## config.mk

```make
export PLATFORM = sky130hd
export DESIGN_NAME = wb_sdram_port_arbiter
export DESIGN_NICKNAME = d
export VERILOG_FILES = /design/src/rtl/wb_arb_pkg.sv /design/src/rtl/wb_arb_rr_pick.sv /design/src/rtl/wb_sdram_port_arbiter.sv
export SDC_FILE = /design/constraint.sdc
export NUM_CORES = 1
export LEC_CHECK = 0
export CORE_AREA = 3 3 145 147
export DETAILED_ROUTE_END_ITERATION = 7
export DIE_AREA = 0 0 148 150
export GPL_TIMING_DRIVEN = 0
export PLACE_DENSITY = 0.49
export SLEW_MARGIN = 20
export SYNTH_ARGS = -nofsm -noshare
export SYNTH_HDL_FRONTEND = slang
export SYNTH_SLANG_ARGS = --single-unit
```

## constraint.sdc

```tcl
create_clock -name wb_clk -period 2.4 [get_ports wb_clk]
set_input_delay 0.6 -clock wb_clk [delete_from_list [all_inputs] [get_ports wb_clk]]
set_output_delay 0.6 -clock wb_clk [all_outputs]
set_load 0.02 [all_outputs]
```

## src/rtl/wb_arb_pkg.sv

```systemverilog
// ============================================================================
// wb_arb_pkg : shared constants and state encoding for the Wishbone port arbiter
// Rev 1.0
// ============================================================================
`default_nettype none

package wb_arb_pkg;

  localparam logic [2:0] CTI_CLASSIC = 3'b000;
  localparam logic [2:0] CTI_INC     = 3'b010;
  localparam logic [2:0] CTI_EOB     = 3'b111;
  localparam logic [1:0] BTE_LINEAR  = 2'b00;

  typedef enum logic [1:0] {
    ST_IDLE    = 2'd0,
    ST_BUSY    = 2'd1,
    ST_RELEASE = 2'd2
  } arb_state_t;

endpackage

`default_nettype wire

```

## src/rtl/wb_arb_rr_pick.sv

```systemverilog
// ============================================================================
// wb_arb_rr_pick : round-robin picker, first requester after i_last (wrapping)
// Rev 1.0
// ============================================================================
`default_nettype none

module wb_arb_rr_pick #(
  parameter int NR_PORTS = 3,
  parameter int IW       = 2
) (
  input  logic [NR_PORTS-1:0] i_req,
  input  logic [IW-1:0]       i_last,
  output logic [NR_PORTS-1:0] o_grant,
  output logic [IW-1:0]       o_idx,
  output logic                o_valid
);

  logic [IW-1:0] w_cand;

  // Walk offsets from farthest to nearest so the nearest requester after i_last wins.
  always_comb begin
    o_grant = '0;
    o_idx   = '0;
    o_valid = 1'b0;
    w_cand  = '0;
    for (int i = NR_PORTS; i >= 1; i--) begin
      w_cand = IW'((int'(i_last) + i) % NR_PORTS);
      if (i_req[w_cand]) begin
        o_grant = {{(NR_PORTS-1){1'b0}}, 1'b1} << w_cand;
        o_idx   = w_cand;
        o_valid = 1'b1;
      end
    end
  end

endmodule

`default_nettype wire

```

## src/rtl/wb_sdram_port_arbiter.sv

```systemverilog
// ============================================================================
// wb_sdram_port_arbiter : round-robin sharing of the SDRAM controller Wishbone
// port between NR_PORTS slave ports, ownership locked for a whole cycle/burst.
// Rev 1.0
// ============================================================================
`default_nettype none

module wb_sdram_port_arbiter
  import wb_arb_pkg::*;
#(
  parameter int NR_PORTS = 3,
  parameter int AW       = 30,
  parameter int DW       = 32,
  parameter int TIMEOUT  = 255
) (
  input  logic                     wb_clk,
  input  logic                     wb_rst,
  input  logic [NR_PORTS-1:0]      wbs_cyc_i,
  input  logic [NR_PORTS-1:0]      wbs_stb_i,
  input  logic [NR_PORTS-1:0]      wbs_we_i,
  input  logic [NR_PORTS*AW-1:0]   wbs_adr_i,
  input  logic [NR_PORTS*DW-1:0]   wbs_dat_i,
  input  logic [NR_PORTS*DW/8-1:0] wbs_sel_i,
  input  logic [NR_PORTS*3-1:0]    wbs_cti_i,
  input  logic [NR_PORTS*2-1:0]    wbs_bte_i,
  output logic [NR_PORTS-1:0]      wbs_ack_o,
  output logic [NR_PORTS-1:0]      wbs_err_o,
  output logic [DW-1:0]            wbs_dat_o,
  output logic                     wbm_cyc_o,
  output logic                     wbm_stb_o,
  output logic                     wbm_we_o,
  output logic [AW-1:0]            wbm_adr_o,
  output logic [DW-1:0]            wbm_dat_o,
  output logic [DW/8-1:0]          wbm_sel_o,
  output logic [2:0]               wbm_cti_o,
  output logic [1:0]               wbm_bte_o,
  input  logic                     wbm_ack_i,
  input  logic [DW-1:0]            wbm_dat_i,
  output logic [NR_PORTS-1:0]      grant_o
);

  localparam int         c_iw      = (NR_PORTS > 1) ? $clog2(NR_PORTS) : 1;
  localparam logic [7:0] c_tmo_max = 8'(TIMEOUT);

  arb_state_t             r_state;
  arb_state_t             w_next;
  logic [NR_PORTS-1:0]    r_grant;
  logic [c_iw-1:0]        r_last;
  logic [7:0]             r_tmo;

  logic [NR_PORTS-1:0]    w_pick_grant;
  logic [c_iw-1:0]        w_pick_idx;
  logic                   w_pick_valid;

  logic                   w_cyc, w_stb, w_we;
  logic [AW-1:0]          w_adr;
  logic [DW-1:0]          w_dat;
  logic [DW/8-1:0]        w_sel;
  logic [2:0]             w_cti;
  logic [1:0]             w_bte;
  logic                   w_busy, w_ack, w_end_cti, w_tmo_hit;

  wb_arb_rr_pick #(
    .NR_PORTS (NR_PORTS),
    .IW       (c_iw)
  ) u_pick (
    .i_req   (wbs_cyc_i),
    .i_last  (r_last),
    .o_grant (w_pick_grant),
    .o_idx   (w_pick_idx),
    .o_valid (w_pick_valid)
  );

  // Grant is one-hot in BUSY and zero otherwise, so the mux also blanks the master side.
  always_comb begin
    w_cyc = 1'b0;
    w_stb = 1'b0;
    w_we  = 1'b0;
    w_adr = '0;
    w_dat = '0;
    w_sel = '0;
    w_cti = '0;
    w_bte = '0;
    for (int k = 0; k < NR_PORTS; k++) begin
      if (r_grant[k]) begin
        w_cyc = wbs_cyc_i[k];
        w_stb = wbs_stb_i[k];
        w_we  = wbs_we_i[k];
        w_adr = wbs_adr_i[k*AW +: AW];
        w_dat = wbs_dat_i[k*DW +: DW];
        w_sel = wbs_sel_i[k*(DW/8) +: (DW/8)];
        w_cti = wbs_cti_i[k*3 +: 3];
        w_bte = wbs_bte_i[k*2 +: 2];
      end
    end
  end

  assign w_busy    = (r_state == ST_BUSY);
  assign w_ack     = w_busy & wbm_ack_i;
  assign w_end_cti = (w_cti == CTI_CLASSIC) || (w_cti == CTI_EOB);
  assign w_tmo_hit = w_busy && (r_tmo == c_tmo_max);

  always_comb begin
    w_next = r_state;
    case (r_state)
      ST_IDLE:    if (w_pick_valid) w_next = ST_BUSY;
      ST_BUSY:    if ((w_ack && w_end_cti) || !w_cyc || w_tmo_hit) w_next = ST_RELEASE;
      ST_RELEASE: w_next = ST_IDLE;
      default:    w_next = ST_IDLE;
    endcase
  end

  always_ff @(posedge wb_clk or posedge wb_rst) begin
    if (wb_rst) r_state <= ST_IDLE;
    else        r_state <= w_next;
  end

  always_ff @(posedge wb_clk or posedge wb_rst) begin
    if (wb_rst) begin
      r_grant <= '0;
      r_last  <= c_iw'(NR_PORTS - 1);
      r_tmo   <= '0;
    end else begin
      if (r_state == ST_IDLE && w_pick_valid) begin
        r_grant <= w_pick_grant;
        r_last  <= w_pick_idx;
        r_tmo   <= '0;
      end else if (w_busy) begin
        if (w_next != ST_BUSY) r_grant <= '0;
        if (wbm_ack_i)                        r_tmo <= '0;
        else if (w_stb && r_tmo != c_tmo_max) r_tmo <= r_tmo + 8'd1;
      end
    end
  end

  assign wbm_cyc_o = w_cyc;
  assign wbm_stb_o = w_stb;
  assign wbm_we_o  = w_we;
  assign wbm_adr_o = w_adr;
  assign wbm_dat_o = w_dat;
  assign wbm_sel_o = w_sel;
  assign wbm_cti_o = w_cti;
  assign wbm_bte_o = w_bte;

  assign wbs_ack_o = r_grant & {NR_PORTS{wbm_ack_i}};
  assign wbs_err_o = r_grant & {NR_PORTS{w_tmo_hit}};
  assign wbs_dat_o = w_busy ? wbm_dat_i : '0;
  assign grant_o   = r_grant;

endmodule

`default_nettype wire

```

==> metrics.md <==
| Metric | Value |
|---|---|
| Most frequent cells in the layout | clkdlybuf4s50_1 (256), nand2_1 (81), o21ai_1 (78) |
| Initial antenna violation count | 1 |
| Worst setup SP type | input pin |
| DP HPWL | between 15000 and 20000 um |
| Cell Rows | 52 |
| DRT Pass-1 Iters | 5 |
| Die ar. | approximately 22000 um^2 |
| Non-filler cells, final | about 1100 |
| Reg clk slew, reported paths | roughly 0.050 ns |
| Commonest non-fill, non-tap cell in the layout | clkdlybuf4s50_1 |
| Register-to-Register Path Depth | 8 |
| Adder and majority gate portion of the synthesized area | 0.0254 |
| Peak Freq | 425 MHz |
| WL final | around 22000 um |
| Post-synthesis xor/xnor area fraction | 0 |
| Worst IR drop on VDD | around 0.29 mV |
| CORE AREA | ~20000 um^2 |
| Flop2flop setup slack | 0.22 ns |
| Final period util | 0.981 |
| Maximum capacitance violations | 0 |
| Post-Synthesis Cells | between 400 and 500 |
| First-pass GRT wire length | 30400 um |
| Critical R2R Capture | grant_o[1]$_DFFE_PP0P_ |
| Syn_area_per_cell | between 6 and 7 um^2 |
| Share of layout cells above drive strength 1 | 0.186 |
| Setup violators final | 0 |
| Syn Std Cell Area | around 2900 um^2 |
| IO Count | between 300 and 400 |
| Critical path origin | wbs_cti_i[0] |
| PortBufs | 371 |
| Longest Clk Path Bufs | 2 |
| Final Max Slew Viols | 0 |
| Top FF cell, synth | dfrtp_1 |
| Via count | ~5000 |
| Routed Antenna Nets | 0 |
| Yosys warning count | 0 |
| Worst Hold Depth | 2 |
| Gr ovfl total | 0 |
| CP endpoint kind | output pin |
| Synth Area in Compound Gates | 0.461 |
| Num CTS Buffers | 3 |
| CTS tree | done |
| Post-synthesis mux area share | 0.00701 |
| Crit path to | wbm_cti_o[0] |
| Initial Utilization | 0.143 |
| Setup Skew | about 0.006 ns |
| Endpoints failing hold | 0 |
| Cts hold-fix bufs | 0 |
| Area growth syn-to-layout | 147% |
| Die Height | 150 um |
| RePlAce Congestion | 0.803 |
| Critical path arrival | approximately 1.8 ns |
| Final core occ | 0.353 |
| Cell Area, Placed | 6910 um^2 |
| Number of synthesized flops with an enable pin | 0 |
| Synthesized Nets | ~700 |
| Hold Startpoint | r_last[1]$_DFFE_PP1P_ |
| Required @ worst endpoint | 1.80 ns |
| Total track usage | 0.176 |
| Final Cell Area | a little over 7000 um^2 |
| Routed vias/inst | around 4.6 |
| Post-synth ARST share | 1.00 |
| H-Tree Level Count | 1 |
| 1st-iter DRT viols | approximately 170 |
| Die extent in x | about 150 um |
| Post-Place Cells | between 1000 and 1500 |
| Clock Latency Late Sink | 0.25 ns |
| Clock sink count | 15 |
| Diodes inserted | 0 |
| Vias in the first global route | around 4800 |
| Max-slew headroom | 0.586 |
| Simple-Gate Fraction of Synth Area | 0.290 |
| CP Class | in -> out |
| Setup_tns | 0 ns |
| Largest family of logic cells by synthesized area | compound AO/OA/AOI/OAI gates |
| Pleak | between 2 and 3 nW |
| Clk root buf | clkbuf_16 |
| Synth cell types | 57 |
| Register bit count reported by yosys | 15 |
| Largest net degree at the start of global routing | 16 |
| Slew @ Worst Pin | 0.620 ns |
| Post-DR wirelength/cell | ~20 um |
| Status | complete, no violations |
| Pwr Density | about 830 nW/um^2 |
| Worst r2r src | r_last[0]$_DFFE_PP0P_ |
| Final nets | roughly 1100 |
| DRC Markers | 0 |
| HP Class | reg -> reg |
| Min Tclk post-route | roughly 2.4 ns |
| Seq/Total Area, Yosys | 0.132 |
| Crit Path Max Fanout | 3 |
[per-layer routing]
metal,GRT usage,part of all wire
met1,0.223,0.41
met2,0.308,0.49
met3,0.0472,0.087
met4,0.0268,0.013
met5,0,0.00059
[flip-flops by register name (all words and copies together), names as in the netlist]
| register | flops |
|---|---|
| r_last | 2 |
| r_tmo | 8 |
| r_state | 2 |
| grant_o | 3 |
[report_power, final]
group,leakage [nW],total (mW),switching (mW),internal (mW)
Clock,0.0409,0.333,0.110,0.223
Combinational,2.59,5.17,3.01,2.16
Sequential,0.198,0.366,0.0520,0.314
Total,2.83,5.87,3.17,2.69
[kinds of logic (layout without fill, tap and decap cells)]
family,Yosys count,in the layout
compound gates,202,202
simple gates,165,165
buf+inv,55,436
flops,15,15
fa+ha+maj,6,6
mux,2,2
[per-stage QoR]
stage / power, mW / setup WS (ns) / hold WS [ns]
after floorplan: 3.07 / 0.0401 / 0.485
after global placement: 5.68 / -0.946 / 0.513
after detailed placement: 5.65 / -0.950 / 0.514
after CTS: 5.90 / 0.000252 / 0.524
after global routing: 6.30 / -0.00799 / 0.594
final: 5.87 / 0.0449 / 0.543
[synth_stat cells, types with 3 or more instances]
master / instances / area (um^2)
ha_1: 5 / 62.6
buf_2: 16 / 80.1
inv_1: 6 / 22.5
a21oi_1: 18 / 90.1
clkbuf_1: 27 / 101
o21ai_1: 78 / 390
a22oi_1: 70 / 526
and3_1: 5 / 31.3
nor3_1: 4 / 20.0
nor2b_1: 3 / 18.8
nor2_1: 6 / 22.5
nand2b_1: 4 / 25.0
a2bb2oi_1: 3 / 26.3
nand4b_1: 3 / 26.3
nand2_1: 81 / 304
and2_1: 36 / 225
nand3b_1: 5 / 37.5
nand3_1: 9 / 45.0
dfrtp_1: 14 / 350
o21ai_0: 5 / 25.0
[timing repair]
item                       in CTS  in global routing
gates cloned                    0                  2
setup endpoints to repair     112                 77
gates resized for setup       364                 51
pin swaps                       3                  1
setup buffers                   3                  2
[critical path: stages]
cell             delay (ns)
clkdlybuf4s50_1        0.46
nand3b_1               0.09
a2bb2oi_2              0.25
clkdlybuf4s15_1        0.35
[layout make-up]
cell class	instances	area, um^2
Clock inverter	1	5.00
Buffer	46	375
Multi-Input combinational cell	375	2300
Fill cell	2192	13000
Inverter	8	32.5
Tap cell	270	338
Sequential cell	15	378
Clock buffer	3	75.1
Timing Repair Buffer	378	3560
[worst min path at each step]
stage	endpoint	slack, ns
after detailed placement	r_tmo[0]$_DFFE_PP0P_	0.51
after CTS	r_tmo[0]$_DFFE_PP0P_	0.52
after global routing	r_last[1]$_DFFE_PP1P_	0.59
final	r_last[1]$_DFFE_PP1P_	0.54
after floorplan	r_tmo[0]$_DFFE_PP0P_	0.48
after global placement	r_tmo[0]$_DFFE_PP0P_	0.51
Note: power is estimated with default switching activity, not from simulation.
